===== src/rtl/rr_mux_arb.sv =====
// N-channel valid/ready multiplexer with a single-entry registered output stage.
// Channel choice is either a fixed index (mode_i=0) or round-robin arbitration (mode_i=1).
module rr_mux_arb #(
   parameter int WIDTH = 4,
   parameter int N     = 8,
   parameter int SW    = $clog2(N)
) (
   input  logic               clk,
   input  logic               rst_n,
   input  logic               mode_i,
   input  logic [SW-1:0]      sel_i,
   input  logic [N*WIDTH-1:0] in_data_i,
   input  logic [N-1:0]       in_valid_i,
   output logic [N-1:0]       in_ready_o,
   output logic [WIDTH-1:0]   out_data_o,
   output logic               out_valid_o,
   input  logic               out_ready_i,
   output logic [SW-1:0]      out_sel_o
);

   localparam logic [SW:0]   N_C    = (SW+1)'(N);
   localparam logic [SW-1:0] PTR_RST = SW'(N - 1);

   logic [SW-1:0]    grant_s;
   logic             grant_valid_s;
   logic [SW:0]      cand_s;
   logic             ld_ok_s;
   logic             hs_s;
   logic [N-1:0]     in_ready_s;
   logic [WIDTH-1:0] sel_data_s;

   logic [WIDTH-1:0] out_data_q, out_data_d;
   logic [SW-1:0]    out_sel_q, out_sel_d;
   logic             out_valid_q, out_valid_d;
   logic [SW-1:0]    ptr_q, ptr_d;

   // Grant selection: fixed index, or first valid channel after ptr (ptr itself last).
   always_comb begin
      grant_s       = '0;
      grant_valid_s = 1'b0;
      cand_s        = '0;
      if (mode_i) begin
         for (int k = 1; k <= N; k++) begin
            cand_s = {1'b0, ptr_q} + k[SW:0];
            if (cand_s >= N_C) begin
               cand_s = cand_s - N_C;
            end else begin
               cand_s = cand_s;
            end
            if (!grant_valid_s && in_valid_i[cand_s[SW-1:0]]) begin
               grant_valid_s = 1'b1;
               grant_s       = cand_s[SW-1:0];
            end else begin
               grant_valid_s = grant_valid_s;
            end
         end
      end else begin
         if (({1'b0, sel_i} < N_C) && in_valid_i[sel_i]) begin
            grant_valid_s = 1'b1;
            grant_s       = sel_i;
         end else begin
            grant_valid_s = 1'b0;
         end
      end
   end

   assign ld_ok_s = !out_valid_q || out_ready_i;
   assign hs_s    = grant_valid_s && ld_ok_s && rst_n;

   // One-hot accept towards the granted channel and its data selection.
   always_comb begin
      in_ready_s = '0;
      sel_data_s = '0;
      for (int i = 0; i < N; i++) begin
         if (grant_s == i[SW-1:0]) begin
            in_ready_s[i] = hs_s;
            sel_data_s    = in_data_i[i*WIDTH +: WIDTH];
         end else begin
            in_ready_s[i] = 1'b0;
         end
      end
   end

   // Output register and pointer next-state; data/sel only change on a handshake.
   always_comb begin
      out_data_d  = out_data_q;
      out_sel_d   = out_sel_q;
      out_valid_d = out_valid_q;
      ptr_d       = ptr_q;
      if (hs_s) begin
         out_data_d  = sel_data_s;
         out_sel_d   = grant_s;
         out_valid_d = 1'b1;
         if (mode_i) begin
            ptr_d = grant_s;
         end else begin
            ptr_d = ptr_q;
         end
      end else if (ld_ok_s) begin
         out_valid_d = 1'b0;
      end else begin
         out_valid_d = out_valid_q;
      end
   end

   // State registers.
   always_ff @(posedge clk or negedge rst_n) begin
      if (!rst_n) begin
         out_data_q  <= '0;
         out_sel_q   <= '0;
         out_valid_q <= 1'b0;
         ptr_q       <= PTR_RST;
      end else begin
         out_data_q  <= out_data_d;
         out_sel_q   <= out_sel_d;
         out_valid_q <= out_valid_d;
         ptr_q       <= ptr_d;
      end
   end

   assign in_ready_o  = in_ready_s;
   assign out_data_o  = out_data_q;
   assign out_sel_o   = out_sel_q;
   assign out_valid_o = out_valid_q;

endmodule


===== config.mk =====
export PLATFORM = sky130hd
export DESIGN_NAME = rr_mux_arb
export DESIGN_NICKNAME = d
export VERILOG_FILES = /design/src/rtl/rr_mux_arb.sv
export SDC_FILE = /design/constraint.sdc
export NUM_CORES = 1
export LEC_CHECK = 0
export CELL_PAD_IN_SITES_DETAIL_PLACEMENT = 0
export CELL_PAD_IN_SITES_GLOBAL_PLACEMENT = 1
export CORE_MARGIN = 1.5
export CORE_UTILIZATION = 37
export DETAILED_ROUTE_END_ITERATION = 10
export HOLD_SLACK_MARGIN = 0.08
export PLACE_DENSITY = 0.95
export SLEW_MARGIN = 5
export SYNTH_ARGS = -nofsm -noshare
export SYNTH_HDL_FRONTEND = slang
export SYNTH_SLANG_ARGS = --single-unit

===== constraint.sdc =====
create_clock -name clk -period 11.5 [get_ports clk]
set_input_delay 2.3 -clock clk [delete_from_list [all_inputs] [get_ports clk]]
set_output_delay 2.3 -clock clk [all_outputs]
set_load 0.01 [all_outputs]

==> out/metrics.cfg <==
[run_status]
outcome = complete, no violations

[cells_and_area]
fin_nets = 337
fin_area_um2 = 2660
area_delta_synth_final_pct = 32.8
mostFrequentLayoutCell = clkdlybuf4s50_1
post-route-util_pct = 51.5
n_antenna_cell = 0
layout_common_cells = clkdlybuf4s50_1 (62), nand2_1 (44), nor2_1 (16)
fin_cells = 357
fill_cells = 487
drive_gt1_share_pct = 15.0

[logic_synthesis]
yosys.area_share.xor_xnor_pct = 2.56
synth-warning-count = 0
syn-mean-instance-area_um2 = 8.50
synth_top_family_by_area = multiplexers
synthFlopType = dfrtp_1
synthMuxAreaShare_pct = 29.4
yosys.area_share.simple_pct = 21.0
synth-edff-count = 0
syn-num-nets = 285
netlist.area_leader.share_pct = 14.6
synth_area_leader_cell = mux4_2
synthAdderAreaFrac_pct = 1.25
ys_types = 64
synthesis.area_um2 = 2010
syn_inst = 236
ys_ff_latch = 11
synthArstFlopShare_pct = 100
synth_compound_area_share_pct = 26.0
synth_area_leaders = mux4_2 (15%), dfrtp_1 (10%), nand2_1 (8.2%)
yosysSeqAreaShare_pct = 13.9

[clock_network]
cts_hold_buffers = 0
cts-root-buf = clkbuf_8
cts_setup_buffers = 0
cts_inserted_buffers = 3
cts_buffer_depth = 2
cts.sinks = 11
path_clk_slew_ns = 0.05
cts_resized = 0
clk-insertion-delay-late_ns = 0.24
htreeDepth = 1
cts_tree = built

[job]
cap_violations = 0

[power]
p_int_mw = 0.360
peakVddDrop_uv = 132
pwr-share-seq_pct = 14.1
leakagePower_nw = 0.988
pwr-share-clk_pct = 5.2
powerDensity_nw_per_um2 = 279
total_power_mw = 0.743
switching_share_pct = 51.6
combPwrFrac_pct = 80.7
power_switching_mw = 0.384

[route]
post_drt_via_cell_ratio = 5.97
dr_wl_met2_mm = 2.65
drt_iter0_markers = 218
vias = 2133
drt-total-wl_mm = 5.89
wl_met1_mm = 2.72
drtPass1Iterations = 5
wl_per_cell_um = 16.5
drc = 0
maxUsedRoutingLayer = met4
ant_nets = 0
met3_length_um = 404

[worst_setup_path]
cp-startpoint = in_valid_i[7]
startpoint_type = input pin
critPathMaxFanout = 20
r2r-start = ptr_q[0]
arrival_ns = 6.45
critPathKind = in -> out
required_ns = 9.20
end_kind = output port

[die]
die_width_um = 76.6
io_pins = 63
rows = 26
initial_core_util_pct = 38.8
core_area_um2 = 5170
chipHeight_um = 76.6
die_area_um2 = 5870

[worst_hold_path]
hp-class = reg -> reg
min_from = out_data_o[3]

[timing]
finalHoldViolations = 0
rsz0062_at_grt = false
finalSetupViolCount = 0
fin_ws_ns = 2.75
tightest_slew_ns = 0.782
hold-worst-slack_ns = 0.486
drv_slew = 0
maxSlewHeadroom_pct = 47.9
fin_skew_ns = 0.00636
fin_crit_sh_pct = 76.1
fmax_mhz = 114
setup_tns_ns = 0
period_minus_slack_ns = 8.75

[placement]
placed_cell_area_um2 = 2620
numPortBuffers = 62
gp_congestion = 0.870
dp_cells = 353
place_ws_ns = 2.83
dpl.hpwl_mm = 4.55

[global_route]
grt_pass1_vias = 1953
grt_max_degree = 21
overflow = 0
track_usage_pct = 20.1
antenna_found_initial = 0
grt_first_pass_wirelength_mm = 9.74

[registers in the layout (all words and copies together), names as in the netlist]
name and cells:
ptr_q 3, out_valid_o 1, out_data_o 4, out_sel_o 3
[critical path, stage by stage]
cell and delay [ns]:
clkdlybuf4s50_1 0.56, mux2_4 0.38, mux4_2 0.49, or2_4 0.30, or3_1 0.37, a32oi_1 0.22
o31a_1 0.21, or2_1 0.60, and2_1 0.31, nor2b_1 0.16, clkdlybuf4s50_1 0.55
[final timing paths]
check                           endpoint  slack (ns)  cells after the start
max                        in_ready_o[7]        2.75                     11
min reg2reg                out_data_o[3]        0.49                      2
min                        out_data_o[3]        0.49                      2
min in group asynchronous   out_sel_o[0]        2.42                      1
max reg2reg                out_data_o[0]        6.42                     11
max in group asynchronous       ptr_q[1]        8.71                      1
[routing by layer]
| layer | global-route usage (%) | vias to the layer above |
|---|---|---|
| li1 | - | 1011 |
| met1 | 28.0 | 1022 |
| met4 | 5.56 | 0 |
| met5 | 0 | - |
| met3 | 3.71 | 14 |
| met2 | 31.8 | 86 |
[kinds of logic after synthesis]
family / Yosys count
AND/OR/NAND/NOR: 91
AO/OA/AOI/OAI: 67
multiplexers: 39
adder cells (fa/ha/maj): 2
XOR/XNOR: 5
flip-flops: 11
buffers and inverters: 21
[power groups by stage]
stage | Clock (mW) | Sequential [mW] | Combinational (mW)
after detailed placement | 0 | 0.104 | 0.587
after CTS | 0.0394 | 0.104 | 0.590
final | 0.0386 | 0.105 | 0.600
after floorplan | 0 | 0.0736 | 0.495
after global routing | 0.0420 | 0.109 | 0.654
after global placement | 0 | 0.103 | 0.594
[Yosys cell counts, types with 3 or more instances]
cell type,instances
o311ai_1,4
nor2_1,16
nand4_1,4
dfstp_2,3
buf_6,4
dfrtp_1,8
clkbuf_1,5
a21oi_1,10
mux4_2,13
inv_1,6
nor3_1,4
o21ai_0,7
o211ai_1,3
nand2_1,44
a211oi_1,8
buf_2,4
mux2i_1,14
and2_1,4
a21o_1,3
mux2_4,6
a21boi_0,3
mux2_2,6
[cell type report]
class                      instances  area, um^2  area share, %
inverter                           6        22.5          0.845
clock buffer                       4        45.0           1.69
sequential                        11         279           10.5
tap                               70        87.6           3.29
timing repair buffer              62         621           23.3
multi-input combinational        204        1610           60.4
Note: power is estimated with default switching activity, not from simulation.
